**config.mk**
```make
export PLATFORM = sky130hd
export DESIGN_NAME = tft_wave_render_flat
export DESIGN_NICKNAME = d
export VERILOG_FILES = /design/src/rtl/tft_pkg.sv /design/src/rtl/tft_wave_render_if.sv /design/src/rtl/tft_line_addr.sv /design/src/rtl/tft_wave_render.sv /design/src/flat_wrapper.sv
export SDC_FILE = /design/constraint.sdc
export NUM_CORES = 1
export LEC_CHECK = 0
export ABC_AREA = 1
export BUFFER_PORTS_ARGS = -buffer_cell sky130_fd_sc_hd__buf_2
export CAP_MARGIN = 20
export CORE_MARGIN = 2
export CORE_UTILIZATION = 56
export CTS_CLUSTER_SIZE = 10
export DETAILED_ROUTE_END_ITERATION = 12
export HOLD_SLACK_MARGIN = 0.02
export PLACE_DENSITY = 0.8
export SLEW_MARGIN = 25
export SYNTH_ARGS = -nofsm -noshare
export SYNTH_HDL_FRONTEND = slang
export SYNTH_HIERARCHICAL = 1
export SYNTH_SLANG_ARGS = --single-unit
```
**constraint.sdc**
```tcl
create_clock -name clk_vga -period 3.3 [get_ports clk_vga]
set_input_delay 0.165 -clock clk_vga [delete_from_list [all_inputs] [get_ports clk_vga]]
set_output_delay 0.165 -clock clk_vga [all_outputs]
set_load 0.01 [all_outputs]
```
**src/rtl/tft_pkg.sv**
```systemverilog
// Shared RGB565 colour constants and channel colour lookup for the waveform render path.
package tft_pkg;

  typedef logic [15:0] rgb565_t;

  localparam rgb565_t BLACK  = 16'h0000;
  localparam rgb565_t WHITE  = 16'hFFFF;
  localparam rgb565_t YELLOW = 16'hFFE0;
  localparam rgb565_t CYAN   = 16'h07FF;
  localparam rgb565_t PURPLE = 16'hF81F;
  localparam rgb565_t GREEN  = 16'h07E0;

  localparam rgb565_t GRID_COLOR = 16'h4208;
  localparam rgb565_t BG_COLOR   = BLACK;

  localparam rgb565_t CH_COLOR [4] = '{YELLOW, CYAN, PURPLE, GREEN};

  function automatic rgb565_t ch_color(input int unsigned idx);
    logic [1:0] sel;
    sel = idx[1:0];
    return CH_COLOR[sel];
  endfunction

endpackage

```
**src/rtl/tft_wave_render_if.sv**
```systemverilog
// Pixel request / frame-buffer read / pixel output bundle between TFT driver, RAM and renderer.
interface tft_wave_render_if #(
  parameter int unsigned CH_NUM = 2
);
  logic              tft_req;
  logic [10:0]       hcount;
  logic [10:0]       vcount;
  logic [CH_NUM-1:0] ch_en;
  logic [CH_NUM-1:0] data_in;
  logic [18:0]       addr;
  logic              rden;
  logic [15:0]       display_data;

  modport master (
    output tft_req, hcount, vcount, ch_en, data_in,
    input  addr, rden, display_data
  );

  modport slave (
    input  tft_req, hcount, vcount, ch_en, data_in,
    output addr, rden, display_data
  );
endinterface

```
**src/rtl/tft_line_addr.sv**
```systemverilog
// Multiplier-free frame-buffer address: per-line base accumulator plus registered read address.
module tft_line_addr #(
  parameter int unsigned H_ACTIVE = 800
) (
  input  logic        clk_i,
  input  logic        rst_ni,
  input  logic        load_i,
  input  logic [10:0] hcount_i,
  input  logic [10:0] vcount_i,
  output logic [18:0] addr_o
);

  logic [18:0] base_q, base_d;
  logic [10:0] vcount_q;
  logic [18:0] addr_q, addr_d;

  // Valid only while the driver steps vcount by 0/+1 or wraps to 0.
  always_comb begin
    base_d = base_q;
    if (vcount_i == '0) begin
      base_d = '0;
    end else if (vcount_i != vcount_q) begin
      base_d = base_q + 19'(H_ACTIVE);
    end
    addr_d = addr_q;
    if (load_i) begin
      addr_d = base_d + {8'd0, hcount_i};
    end
  end

  always_ff @(posedge clk_i) begin
    if (!rst_ni) begin
      base_q   <= '0;
      vcount_q <= '0;
      addr_q   <= '0;
    end else begin
      base_q   <= base_d;
      vcount_q <= vcount_i;
      addr_q   <= addr_d;
    end
  end

  assign addr_o = addr_q;

endmodule

```
**src/rtl/tft_wave_render.sv**
```systemverilog
// Waveform pixel renderer: frame-buffer read, latency-aligned valid pipe, priority colour mux.
// Define TFT_WAVE_GRID_EN to build the graticule grid counters.
module tft_wave_render
  import tft_pkg::*;
#(
  parameter int unsigned H_ACTIVE = 800,
  parameter int unsigned V_ACTIVE = 480,
  parameter int unsigned CH_NUM   = 2,
  parameter int unsigned RD_LAT   = 2,
  parameter int unsigned GRID_X   = 50,
  parameter int unsigned GRID_Y   = 48
) (
  input logic           clk_vga,
  input logic           rst_n,
  tft_wave_render_if.slave bus
);

  if (CH_NUM < 1 || CH_NUM > 4 || RD_LAT < 1 || RD_LAT > 4 || GRID_X < 1 || GRID_Y < 1)
  begin : g_bad_cfg
    $error("tft_wave_render: unsupported parameter set");
  end

  logic        in_range;
  logic [18:0] addr;
  logic        grid_hit;

  assign in_range = bus.tft_req && (bus.hcount < 11'(H_ACTIVE)) && (bus.vcount < 11'(V_ACTIVE));

  tft_line_addr #(
    .H_ACTIVE (H_ACTIVE)
  ) u_line_addr (
    .clk_i    (clk_vga),
    .rst_ni   (rst_n),
    .load_i   (in_range),
    .hcount_i (bus.hcount),
    .vcount_i (bus.vcount),
    .addr_o   (addr)
  );

`ifdef TFT_WAVE_GRID_EN
  localparam int unsigned GxW = $clog2(GRID_X + 1);
  localparam int unsigned GyW = $clog2(GRID_Y + 1);

  logic [GxW-1:0] gx_q, gx_d;
  logic [GyW-1:0] gy_q, gy_d;
  logic [10:0]    gvc_q;

  // Modulo counters stand in for hcount % GRID_X and vcount % GRID_Y.
  always_comb begin
    gx_d = '0;
    if (bus.hcount != '0) begin
      gx_d = (gx_q == GxW'(GRID_X - 1)) ? '0 : gx_q + 1'b1;
    end
    gy_d = gy_q;
    if (bus.vcount == '0) begin
      gy_d = '0;
    end else if (bus.vcount != gvc_q) begin
      gy_d = (gy_q == GyW'(GRID_Y - 1)) ? '0 : gy_q + 1'b1;
    end
    grid_hit = (gx_d == '0) || (gy_d == '0);
  end

  always_ff @(posedge clk_vga) begin
    if (!rst_n) begin
      gx_q  <= '0;
      gy_q  <= '0;
      gvc_q <= '0;
    end else begin
      gx_q  <= gx_d;
      gy_q  <= gy_d;
      gvc_q <= bus.vcount;
    end
  end
`else
  assign grid_hit = 1'b0;
`endif

  logic [RD_LAT:0] valid_q, grid_q;
  logic            rden_q;
  rgb565_t         pix_d, pix_q;

  // Lowest channel index wins; loop runs high-to-low so the last hit is the winner.
  always_comb begin
    pix_d = BG_COLOR;
    if (grid_q[RD_LAT]) begin
      pix_d = GRID_COLOR;
    end
    for (int i = int'(CH_NUM) - 1; i >= 0; i--) begin
      if (bus.data_in[i] && bus.ch_en[i]) begin
        pix_d = ch_color(unsigned'(i));
      end
    end
    if (!valid_q[RD_LAT]) begin
      pix_d = BLACK;
    end
  end

  always_ff @(posedge clk_vga) begin
    if (!rst_n) begin
      valid_q <= '0;
      grid_q  <= '0;
      rden_q  <= 1'b0;
      pix_q   <= BLACK;
    end else begin
      valid_q <= {valid_q[RD_LAT-1:0], in_range};
      grid_q  <= {grid_q[RD_LAT-1:0], grid_hit & in_range};
      rden_q  <= in_range;
      pix_q   <= pix_d;
    end
  end

  assign bus.addr         = addr;
  assign bus.rden         = rden_q;
  assign bus.display_data = pix_q;

endmodule

```
**src/flat_wrapper.sv**
```systemverilog
// flat-port wrapper written by rule: the top's interface ports become plain ports
module tft_wave_render_flat import tft_pkg::*;
#(
  parameter int unsigned H_ACTIVE = 800,
  parameter int unsigned V_ACTIVE = 480,
  parameter int unsigned CH_NUM   = 2,
  parameter int unsigned RD_LAT   = 2,
  parameter int unsigned GRID_X   = 50,
  parameter int unsigned GRID_Y   = 48
)
  (clk_vga, rst_n, bus_tft_req, bus_hcount, bus_vcount, bus_ch_en, bus_data_in, bus_addr, bus_rden, bus_display_data);
  tft_wave_render_if #(.CH_NUM(CH_NUM)) bus_i ();
  input logic clk_vga;
  input logic rst_n;
  input wire logic [$bits(bus_i.tft_req)-1:0] bus_tft_req;
  input wire logic [$bits(bus_i.hcount)-1:0] bus_hcount;
  input wire logic [$bits(bus_i.vcount)-1:0] bus_vcount;
  input wire logic [$bits(bus_i.ch_en)-1:0] bus_ch_en;
  input wire logic [$bits(bus_i.data_in)-1:0] bus_data_in;
  output wire logic [$bits(bus_i.addr)-1:0] bus_addr;
  output wire logic [$bits(bus_i.rden)-1:0] bus_rden;
  output wire logic [$bits(bus_i.display_data)-1:0] bus_display_data;
  assign bus_i.tft_req = bus_tft_req;
  assign bus_i.hcount = bus_hcount;
  assign bus_i.vcount = bus_vcount;
  assign bus_i.ch_en = bus_ch_en;
  assign bus_i.data_in = bus_data_in;
  assign bus_addr = bus_i.addr;
  assign bus_rden = bus_i.rden;
  assign bus_display_data = bus_i.display_data;
  tft_wave_render #(.H_ACTIVE(H_ACTIVE), .V_ACTIVE(V_ACTIVE), .CH_NUM(CH_NUM), .RD_LAT(RD_LAT), .GRID_X(GRID_X), .GRID_Y(GRID_Y)) u_core (.clk_vga(clk_vga), .rst_n(rst_n), .bus(bus_i));
endmodule
```
==> impl_metrics.py, run 1 <==
metrics = {
    "cts": {
        "clock_tree.root_cell": "sky130_fd_sc_hd__clkbuf_8",
        "clk_path_buf_depth": 2,
        "clk_pin_slew_worst_paths_ns": 0.10,
        "cts_sinks": 55,
        "cts_inserted_buffers": 5,
        "tritoncts_clock_tree": "done",
        "holdBufCountCts": 0,
        "cts-htree-levels": 2,
        "clock_insertion_delay_worst_skew_ns": 0.31,
    },
    "pwr": {
        "netSwitchingFraction_pct": 27.8,
        "power_per_cell_area_nw_per_um2": 384,
        "p_int_mw": 1.09,
        "switchingPower_uw": 421,
        "irDropWorstVdd_uv": 294,
        "comb_power_share_pct": 18.4,
        "clock_power_share_pct": 34.9,
        "total_power_mw": 1.51,
        "p_seq_share_pct": 46.7,
        "cellLeakagePower_nw": 2.14,
    },
    "timing": {
        "timing.slew.headroom_pct": 33.9,
        "fin_ws_ns": 0.282,
        "rsz0062_at_grt": "no",
        "final-max-slew-violation-count": 0,
        "clock-skew-final_ns": 0.00815,
        "post-route-min-period_ns": 3.02,
        "fmaxAchievable_ghz": 0.331,
        "totalNegativeSetupSlack_ns": 0,
        "report.final.setup_viol": 0,
        "number_of_failing_hold_endpoints_at_the_final_stage": 0,
        "worstMarginPinSlew_ns": 0.990,
        "post-route-period-util_pct": 91.4,
    },
    "cells_and_area": {
        "antenna-diode-count": 0,
        "post_layout_nonfiller_instances": 669,
        "filler_cell_count": 549,
        "num-nets-final": 635,
        "area.growth.synth_to_final_pct": 14.1,
        "drive_above_1_share_pct": 17.5,
    },
    "setup_path": {
        "rrSetupSlack_ns": 0.28,
        "setup.worst_path.end_class": "flip-flop",
        "timing.critical_path.fanout_max": 15,
        "worst-setup-path-type": "flip-flop to flip-flop",
        "ff2ff_path_depth": 19,
        "regToRegEndpoint": "u_core/u_line_addr/addr_o[14]",
        "crit_path_start_kind": "flip-flop",
        "critical_path_arrival_ns": 3.22,
        "crit_required_ns": 3.51,
        "r2r-start": "u_core/u_line_addr/vcount_q[8]",
    },
    "place": {
        "hpwlAfterDp_mm": 6.27,
        "placedCellCount": 657,
        "io_buffer_count": 64,
        "pre_cts_slack_ns": 0.253,
        "globalplace.congestion": 1.00,
    },
    "routing": {
        "vias": 3421,
        "wirelength_mm": 8.14,
        "drt-wirelength-per-cell_microns": 12.2,
        "route.detailed.vias_per_inst": 5.11,
        "final_ant_viol_nets": 0,
        "detail_route.iter0.violations": 256,
        "drc_errors": 0,
        "first_pass_iters": 5,
    },
    "synth": {
        "synthesis.yosys.warnings": 6,
        "synth_sequential_area_ratio_pct": 31.9,
        "synth_async_sr_flop_share_pct": 0,
        "syn_area_per_cell_sq_um": 6.43,
        "top_area_cells_in_the_synthesized_netlist": "sky130_fd_sc_hd__dfxtp_1 32%, sky130_fd_sc_hd__nand2_1 15%, sky130_fd_sc_hd__nor2_1 8.8%, sky130_fd_sc_hd__inv_1 8.5%, sky130_fd_sc_hd__nand3_1 5.2%",
        "unique_masters_post_synth": 34,
        "synth.largest_area_cell": "sky130_fd_sc_hd__dfxtp_1",
        "synth.cells.most_frequent": "141 x sky130_fd_sc_hd__nand2_1, 81 x sky130_fd_sc_hd__nor2_1, 78 x sky130_fd_sc_hd__inv_1",
        "synth_ff_type": "sky130_fd_sc_hd__dfxtp_1",
        "synth-edff-count": 0,
        "synth_nets": 579,
        "yosys.cell_count.top_type": "sky130_fd_sc_hd__nand2_1",
        "synth_top_area_share_pct": 31.9,
        "ffs_latches_synth": 55,
        "synthesis.instances": 537,
        "netlist_area_sq_um": 3450,
    },
    "floorplan": {
        "die_h_microns": 82.5,
        "placementRows": 28,
        "die_width_microns": 82.5,
        "core_region_area_sq_um": 5960,
        "initial_core_util_pct": 57.9,
        "die_area_sq_um": 6810,
        "top_level_ports": 65,
    },
    "global_routing": {
        "grt_antenna_before_repair": 0,
        "grt_start_max_net_pins": 31,
        "vias_in_the_first_global_route": 2937,
        "grt_first_pass_wirelength_mm": 13.0,
        "grt_use_total_pct": 24.5,
        "grt.overflow.total": 0,
    },
    "worst_hold_path": {
        "worst_hold_path.endpoint": "u_core/u_line_addr/vcount_q[1]",
        "holdCritPathClass": "input pin to flip-flop",
        "worst_hold_path.num_cells": 3,
        "holdCritStartpoint": "bus_vcount[1]",
    },
    "run_status": {
        "status": "finished, final reports clean",
    },
    "job": {
        "maxCapViolCount": 0,
    },
}
cells by family (layout without fill, tap and decap cells):
family          Yosys count  after routing  synth area share (%)
compound gates           45             45                  7.40
xor+xnor                 18             18                  4.57
fa+ha+maj                13             13                  4.93
buf+inv                 108            165                  13.2
flops                    55             55                  31.9
simple gates            298            298                  38.0
critical path, cell delays in order, from the launching register on:
cell                       delay, ns
sky130_fd_sc_hd__dfxtp_1        0.34
sky130_fd_sc_hd__inv_1          0.07
sky130_fd_sc_hd__nand2_1        0.05
sky130_fd_sc_hd__nand2_1        0.07
sky130_fd_sc_hd__nand2_1        0.05
sky130_fd_sc_hd__nor2_1         0.22
sky130_fd_sc_hd__nand3_4        0.22
sky130_fd_sc_hd__a31oi_1        0.31
sky130_fd_sc_hd__nor3_2         0.10
sky130_fd_sc_hd__ha_1           0.34
sky130_fd_sc_hd__nand2_1        0.09
sky130_fd_sc_hd__nor2_1         0.15
sky130_fd_sc_hd__nand3_1        0.10
sky130_fd_sc_hd__nand3_1        0.13
sky130_fd_sc_hd__a21oi_1        0.09
sky130_fd_sc_hd__nor2_2         0.16
sky130_fd_sc_hd__nand2_1        0.11
sky130_fd_sc_hd__xor2_1         0.15
sky130_fd_sc_hd__o21bai_1       0.13
sky130_fd_sc_hd__inv_1          0.05
cell type report:
type | count | area, sq um | share of cell area [%]
multi-input cells | 374 | 1910 | 48.4
flip-flops and latches | 55 | 1100 | 28.0
repair buffers | 73 | 388 | 9.85
inverters | 84 | 315 | 8.01
well taps | 75 | 93.8 | 2.38
clock buffers | 6 | 72.6 | 1.84
clock inverters | 2 | 60.1 | 1.53
worst max path at each step:
| stage | from | to |
|---|---|---|
| after global routing | u_core/u_line_addr/vcount_q[9] | u_core/u_line_addr/addr_o[14] |
| after global placement | u_core/u_line_addr/vcount_q[2] | u_core/u_line_addr/addr_o[17] |
| after detailed placement | u_core/u_line_addr/vcount_q[2] | u_core/u_line_addr/addr_o[17] |
| final | u_core/u_line_addr/vcount_q[8] | u_core/u_line_addr/addr_o[14] |
| after floorplan | bus_vcount[6] | u_core/u_line_addr/addr_o[14] |
| after CTS | u_core/u_line_addr/vcount_q[2] | u_core/u_line_addr/addr_o[17] |
power groups by stage:
stage               Sequential, mW  Clock, mW  Combinational [mW]
finish                       0.706      0.528               0.278
global route                 0.709      0.558               0.315
CTS                          0.705      0.535               0.274
detailed placement           0.721          0               0.272
global placement             0.720          0               0.269
floorplan                    0.720          0               0.193
per-layer routing:
layer	part of all wire, %	up-vias	GRT usage [%]	wire (microns)
met5	0	-	0	0
met4	1.0	0	5.25	82
met3	4.5	6	3.37	370
met2	45	95	40.9	3690
met1	49	1546	33.8	3990
li1	-	1774	-	-
metrics by stage:
| stage | hold slack (ns) | area [sq um] | utilization, % |
|---|---|---|---|
| after CTS | 0.0536 | 3890 | 65.4 |
| final | 0.0616 | 3940 | 66.1 |
| after floorplan | 0.258 | 3450 | - |
| after global routing | 0.0745 | 3940 | 66.1 |
| after detailed placement | 0.378 | 3760 | 63.2 |
| after global placement | 0.373 | 3760 | 63.2 |
cells in the final DEF (no fill, tap or decap), drive strengths merged, types with 6 or more instances in the layout:
master,instances
nand2,144
nor2,88
ha,12
xor2,9
o21ai,18
nor3,14
buf,73
dfxtp,55
clkbuf,6
a21oi,15
nand3,41
xnor2,9
inv,83
what timing repair did:
item | 4_1_cts | 5_1_grt
setup buffers | 0 | 4
setup endpoints to repair | 0 | 5
hold endpoints to repair | 0 | 0
gates resized for setup | 0 | 5
sequential cells by signal, indices dropped and copies added, names as in the netlist:
register / count
u_core/u_line_addr/addr_o: 19
u_core/u_line_addr/base_q: 19
u_core/bus.display_data: 3
u_core/u_line_addr/vcount_q: 11
u_core/valid_q: 3
Note: power is estimated with default switching activity, not from simulation.
==> run 2: changes to the inputs <==
--- a/config.mk
+++ b/config.mk
@@ -5,15 +5,15 @@
 export SDC_FILE = /design/constraint.sdc
 export NUM_CORES = 1
 export LEC_CHECK = 0
-export ABC_AREA = 1
 export BUFFER_PORTS_ARGS = -buffer_cell sky130_fd_sc_hd__buf_2
 export CAP_MARGIN = 20
 export CORE_MARGIN = 2
-export CORE_UTILIZATION = 56
+export CORE_UTILIZATION = 55
 export CTS_CLUSTER_SIZE = 10
 export DETAILED_ROUTE_END_ITERATION = 12
 export HOLD_SLACK_MARGIN = 0.02
 export PLACE_DENSITY = 0.8
+export SKIP_CTS_REPAIR_TIMING = 1
 export SLEW_MARGIN = 25
 export SYNTH_ARGS = -nofsm -noshare
 export SYNTH_HDL_FRONTEND = slang
==> impl_metrics.py, run 2 <==
metrics = {
    "routing": {
        "final_ant_viol_nets": 0,
        "drc_errors": 0,
        "first_pass_iters": 4,
        "drt-wirelength-per-cell_microns": 15.3,
        "wirelength_mm": 7.30,
        "vias": 2695,
        "detail_route.iter0.violations": 138,
        "route.detailed.vias_per_inst": 5.66,
    },
    "floorplan": {
        "top_level_ports": 65,
        "die_h_microns": 78.8,
        "die_area_sq_um": 6210,
        "placementRows": 27,
        "core_region_area_sq_um": 5440,
        "initial_core_util_pct": 56.6,
        "die_width_microns": 78.8,
    },
    "cells_and_area": {
        "final-seq-area_sq_um": 1100,
        "num-nets-final": 445,
        "final_common_cell": "sky130_fd_sc_hd__buf_2",
        "combined_area_of_the_multi_input_logic_cells_sq_um": 1900,
        "filler_cell_count": 443,
        "antenna-diode-count": 0,
        "final_area_sq_um": 3650,
        "finish.utilization_pct": 67.1,
        "area.growth.synth_to_final_pct": 18.7,
        "final_cell_mix": "64 x sky130_fd_sc_hd__buf_2, 54 x sky130_fd_sc_hd__dfxtp_1, 37 x sky130_fd_sc_hd__nor2_1",
        "drive_above_1_share_pct": 30.9,
    },
    "setup_path": {
        "critical_path_arrival_ns": 3.52,
        "regToRegEndpoint": "u_core/u_line_addr/addr_o[17]",
        "crit_required_ns": 3.52,
        "setup.worst_path.end_class": "flip-flop",
        "rrSetupSlack_ns": -0.003,
        "crit_path_start_kind": "flip-flop",
        "timing.critical_path.fanout_max": 5,
        "ff2ff_path_depth": 14,
        "worst-setup-path-type": "flip-flop to flip-flop",
        "r2r-start": "u_core/u_line_addr/vcount_q[1]",
    },
    "cts": {
        "cts-htree-levels": 2,
        "cts_sinks": 55,
        "clk_pin_slew_worst_paths_ns": 0.11,
        "tritoncts_clock_tree": "done",
        "cts_inserted_buffers": 5,
        "clock_tree.root_cell": "sky130_fd_sc_hd__clkbuf_8",
        "clock_insertion_delay_worst_skew_ns": 0.32,
        "clk_path_buf_depth": 2,
    },
    "timing": {
        "number_of_failing_hold_endpoints_at_the_final_stage": 0,
        "fmaxAchievable_ghz": 0.303,
        "timing.slew.headroom_pct": 46.8,
        "report.final.setup_viol": 1,
        "final-max-slew-violation-count": 0,
        "post-route-period-util_pct": 100,
        "hold_slack_ns": 0.0797,
        "fin_ws_ns": -0.00312,
        "worstMarginPinSlew_ns": 0.793,
        "clock-skew-final_ns": 0.0127,
        "rsz0062_at_grt": "yes",
        "post-route-min-period_ns": 3.30,
    },
    "job": {
        "maxCapViolCount": 0,
    },
    "synth": {
        "netlist_area_sq_um": 3080,
        "synth_nets": 382,
        "unique_masters_post_synth": 59,
        "yosys.cell_count.top_type": "sky130_fd_sc_hd__dfxtp_1",
        "synth.largest_area_cell": "sky130_fd_sc_hd__dfxtp_1",
        "synth_sequential_area_ratio_pct": 35.8,
        "synth_top_area_share_pct": 35.8,
        "synth-edff-count": 0,
        "ffs_latches_synth": 55,
        "synthesis.yosys.warnings": 6,
        "synthesis.instances": 340,
        "synth_ff_type": "sky130_fd_sc_hd__dfxtp_1",
        "syn_area_per_cell_sq_um": 9.05,
        "synth_async_sr_flop_share_pct": 0,
        "synth.cells.most_frequent": "55 x sky130_fd_sc_hd__dfxtp_1, 37 x sky130_fd_sc_hd__nor2_1, 22 x sky130_fd_sc_hd__xor2_1",
        "top_area_cells_in_the_synthesized_netlist": "sky130_fd_sc_hd__dfxtp_1 36%, sky130_fd_sc_hd__xor2_1 6.3%, sky130_fd_sc_hd__ha_1 4.9%, sky130_fd_sc_hd__nor2_1 4.5%, sky130_fd_sc_hd__and2_1 4.3%",
    },
    "worst_hold_path": {
        "holdCritPathClass": "input pin to flip-flop",
        "worst_hold_path.num_cells": 2,
        "holdCritStartpoint": "bus_vcount[2]",
        "worst_hold_path.endpoint": "u_core/u_line_addr/vcount_q[2]",
    },
    "global_routing": {
        "grt_antenna_before_repair": 0,
        "grt_use_total_pct": 22.8,
        "grt_start_max_net_pins": 32,
        "grt.overflow.total": 0,
        "vias_in_the_first_global_route": 2425,
        "grt_first_pass_wirelength_mm": 11.3,
    },
    "pwr": {
        "irDropWorstVdd_uv": 296,
        "power_per_cell_area_nw_per_um2": 410,
        "cellLeakagePower_nw": 1.65,
    },
    "run_status": {
        "status": "finished with violations",
        "violated_checks": "negative setup slack",
    },
    "place": {
        "io_buffer_count": 64,
        "pre_cts_slack_ns": -0.0509,
        "globalplace.congestion": 0.863,
        "placement.cell_area_sq_um": 3430,
        "hpwlAfterDp_mm": 5.27,
    },
}
==> run 2: through the flow <==
stage                     power, mW   TNS, ns  cells
after floorplan               0.960         0    340
after global placement         1.06         0    464
after detailed placement       1.06   -0.0509    464
after CTS                      1.46    -0.150    472
after global routing           1.57    -0.720    476
final                          1.50  -0.00312    476
==> run 2: how the worst max path moves through the flow <==
| stage | slack, ns | startpoint | to |
|---|---|---|---|
| 2_1_floorplan | 0.13 | u_core/u_line_addr/vcount_q[2] | u_core/u_line_addr/addr_o[10] |
| 3_3_place_gp | 0.04 | bus_vcount[4] | u_core/u_line_addr/addr_o[10] |
| 3_5_place_dp | -0.05 | bus_vcount[6] | u_core/u_line_addr/addr_o[10] |
| 4_1_cts | -0.04 | u_core/u_line_addr/vcount_q[4] | u_core/u_line_addr/addr_o[15] |
| 5_1_grt | -0.16 | u_core/u_line_addr/vcount_q[1] | u_core/u_line_addr/addr_o[14] |
| 6_report | -0.003 | u_core/u_line_addr/vcount_q[1] | u_core/u_line_addr/addr_o[17] |
==> run 2: worst max-delay path: stages, from the launching register on <==
cell and delay (ns):
sky130_fd_sc_hd__dfxtp_2 0.33, sky130_fd_sc_hd__xor2_1 0.16, sky130_fd_sc_hd__nor4_4 0.40, sky130_fd_sc_hd__and3_2 0.32, sky130_fd_sc_hd__xnor2_1 0.11, sky130_fd_sc_hd__and2_1 0.18
sky130_fd_sc_hd__ha_2 0.36, sky130_fd_sc_hd__o211ai_1 0.14, sky130_fd_sc_hd__a21oi_1 0.19, sky130_fd_sc_hd__a21bo_2 0.27, sky130_fd_sc_hd__a31oi_2 0.16, sky130_fd_sc_hd__buf_4 0.16
sky130_fd_sc_hd__nand3b_4 0.07, sky130_fd_sc_hd__xnor2_1 0.15, sky130_fd_sc_hd__a211oi_2 0.22
==> run 2: cell type report <==
cell class	count	area share, %
Clock buffer	5	1.88
Sequential cell	55	30.2
Multi-Input combinational cell	256	51.9
Inverter	5	0.514
Timing Repair Buffer	80	12.3
Tap cell	72	2.47
Clock inverter	3	0.754
==> run 2: logic make-up (layout without fill, tap and decap cells) <==
logic type / count (synthesis) / count (layout) / share of synthesized area, %
AND/OR/NAND/NOR: 142 / 142 / 26.5
AO/OA/AOI/OAI: 57 / 57 / 13.9
flip-flops: 55 / 55 / 35.8
XOR/XNOR: 35 / 35 / 9.96
buffers and inverters: 29 / 93 / 5.37
adder cells (fa/ha/maj): 13 / 13 / 5.53
multiplexers: 9 / 9 / 2.97
==> run 2: routing by layer <==
layer	share of wire, %	global-route usage, %
met2	49	38.0
met1	45	29.8
met3	4.0	3.41
met5	0	0
met4	2.3	8.79
==> run 2: where the power goes <==
group / internal [mW] / switching [mW] / total (mW)
sequential: 0.690 / 0.0245 / 0.715
clock: 0.158 / 0.240 / 0.398
combinational: 0.166 / 0.217 / 0.384
total: 1.01 / 0.482 / 1.50
==> run 3: changes to the inputs <==
--- a/config.mk
+++ b/config.mk
@@ -12,7 +12,8 @@
 export CTS_CLUSTER_SIZE = 10
 export DETAILED_ROUTE_END_ITERATION = 12
 export HOLD_SLACK_MARGIN = 0.02
-export PLACE_DENSITY = 0.8
+export PLACE_DENSITY = 0.85
+export REMOVE_ABC_BUFFERS = 1
 export SKIP_CTS_REPAIR_TIMING = 1
 export SLEW_MARGIN = 25
 export SYNTH_ARGS = -nofsm -noshare
==> impl_metrics.py, run 3 (synthesis gave the netlist of run 2 again) <==
metrics = {
    "run_status": {
        "status": "finished, final reports clean",
    },
    "setup_path": {
        "critical_path_arrival_ns": 3.45,
        "slowest_stage": "sky130_fd_sc_hd__nor4_4",
        "crit_path_cell_trace": "xor2_1 -> nor4_4 -> nand3_4 -> nand2_2 -> xor2_2 -> nor2_1 -> ha_1 -> a21o_1 -> or4_4 -> a31o_2 -> a211oi_2 -> nor3_1 -> mux2i_1 -> nor2_1",
        "cp_common_cell": "sky130_fd_sc_hd__nor2_1",
        "worst-path-buf-inv": 0,
        "crit_path_start_kind": "flip-flop",
        "setup.worst_path.end_class": "flip-flop",
        "max_stage_delay_ns": 0.43,
        "timing.critical_path.max_delay_family": "simple AND/OR/NAND/NOR gates",
        "crit_required_ns": 3.50,
        "timing.critical_path.fanout_max": 5,
        "worst-setup-path-type": "flip-flop to flip-flop",
    },
    "timing": {
        "final-max-slew-violation-count": 0,
        "report.final.setup_viol": 0,
        "totalNegativeSetupSlack_ns": 0,
        "clock-skew-final_ns": 0.00593,
        "post-route-period-util_pct": 98.3,
        "rsz0062_at_grt": "yes",
        "worstMarginPinSlew_ns": 0.586,
        "timing.slew.headroom_pct": 60.9,
        "number_of_failing_hold_endpoints_at_the_final_stage": 0,
        "post-route-min-period_ns": 3.24,
        "fmaxAchievable_ghz": 0.308,
    },
    "routing": {
        "vias": 2631,
        "first_pass_iters": 4,
        "route.detailed.vias_per_inst": 5.52,
        "wirelength_mm": 6.82,
        "drc_errors": 0,
        "detail_route.iter0.violations": 112,
        "drt-wirelength-per-cell_microns": 14.3,
        "final_ant_viol_nets": 0,
    },
    "global_routing": {
        "grt.overflow.total": 0,
        "grt_first_pass_wirelength_mm": 11.0,
        "grt_start_max_net_pins": 32,
        "grt_use_total_pct": 22.0,
        "vias_in_the_first_global_route": 2462,
        "grt_antenna_before_repair": 0,
    },
    "worst_hold_path": {
        "holdCritPathClass": "input pin to flip-flop",
    },
    "pwr": {
        "p_int_mw": 1.09,
        "p_seq_share_pct": 46.3,
        "clock_power_share_pct": 28.5,
        "power_per_cell_area_nw_per_um2": 420,
        "irDropWorstVdd_uv": 279,
        "switchingPower_uw": 455,
        "cellLeakagePower_nw": 1.66,
        "comb_power_share_pct": 25.2,
        "netSwitchingFraction_pct": 29.6,
    },
    "floorplan": {
        "die_h_microns": 78.8,
        "die_area_sq_um": 6210,
        "top_level_ports": 65,
        "die_width_microns": 78.8,
        "initial_core_util_pct": 56.6,
        "core_region_area_sq_um": 5440,
        "placementRows": 27,
    },
    "place": {
        "globalplace.congestion": 0.948,
        "io_buffer_count": 64,
        "placement.cell_area_sq_um": 3460,
        "hpwlAfterDp_mm": 4.96,
    },
    "cts": {
        "cts_inserted_buffers": 5,
        "cts_sinks": 55,
        "clk_pin_slew_worst_paths_ns": 0.10,
        "clock_tree.root_cell": "sky130_fd_sc_hd__clkbuf_8",
        "tritoncts_clock_tree": "done",
        "clock_insertion_delay_worst_skew_ns": 0.31,
        "cts-htree-levels": 2,
        "clk_path_buf_depth": 2,
    },
    "cells_and_area": {
        "drive_above_1_share_pct": 30.9,
        "area.growth.synth_to_final_pct": 19.1,
        "num-nets-final": 447,
        "final_common_cell": "sky130_fd_sc_hd__buf_2",
        "final_area_sq_um": 3670,
        "antenna-diode-count": 0,
        "final_cell_mix": "64 x sky130_fd_sc_hd__buf_2, 54 x sky130_fd_sc_hd__dfxtp_1, 37 x sky130_fd_sc_hd__nor2_1",
        "filler_cell_count": 453,
    },
    "job": {
        "maxCapViolCount": 0,
    },
}
run 3: worst paths after layout:
path | depth (start not counted) | slack, ns | end | from
setup / recovery | 14 | 0.06 | u_core/u_line_addr/addr_o[10] | u_core/u_line_addr/vcount_q[1]
hold / removal | 2 | 0.03 | u_core/bus.display_data[3] | bus_ch_en[0]
setup reg to reg | 14 | 0.06 | u_core/u_line_addr/addr_o[10] | u_core/u_line_addr/vcount_q[1]
hold reg to reg | 1 | 0.45 | u_core/valid_q[2] | u_core/valid_q[1]
run 3: power by group through the flow:
stage          Sequential [mW]  Combinational, mW  Clock, mW
2_1_floorplan            0.727              0.229          0
3_3_place_gp             0.726              0.333          0
3_5_place_dp             0.728              0.345          0
4_1_cts                  0.713              0.347      0.447
5_1_grt                  0.718              0.427      0.470
6_report                 0.713              0.388      0.439
run 3: metrics by stage:
step	hold WS (ns)	worst slack (ns)	total power, mW	util (%)	cells
after floorplan	0.255	0.115	0.956	-	316
after CTS	0.0270	-0.0786	1.51	65.6	475
after global placement	0.351	0.0664	1.06	63.7	468
after detailed placement	0.357	-0.00615	1.07	63.7	468
after global routing	0.0364	-0.153	1.61	67.4	477
final	0.0338	0.0564	1.54	67.4	477
run 3: area by class of cell:
class	instances	area, sq um	share of cell area [%]
clock inverter	2	37.5	1.02
multi-input combinational	256	1890	51.6
tap	72	90.1	2.46
clock buffer	5	68.8	1.88
sequential	55	1100	30.1
inverter	5	18.8	0.512
timing repair buffer	82	455	12.4
run 3: worst register-to-register path: cells and delay by family, from the launching register on:
family / cells / cell delay (ns)
adders and majority gates: 1 / 0.33
AOI/OAI and AO/OA: 3 / 0.69
DFF: 1 / 0.33
and+or+nand+nor: 7 / 1.32
xor gates and xnor gates: 2 / 0.33
muxes: 1 / 0.14
run 3: metal layers:
metal / routed length [microns] / share of wire, % / track usage [%]
met1: 2910 / 43 / 26.7
met2: 3440 / 50 / 39.1
met3: 270 / 4.0 / 3.41
met4: 193 / 2.8 / 8.28
met5: 0 / 0 / 0
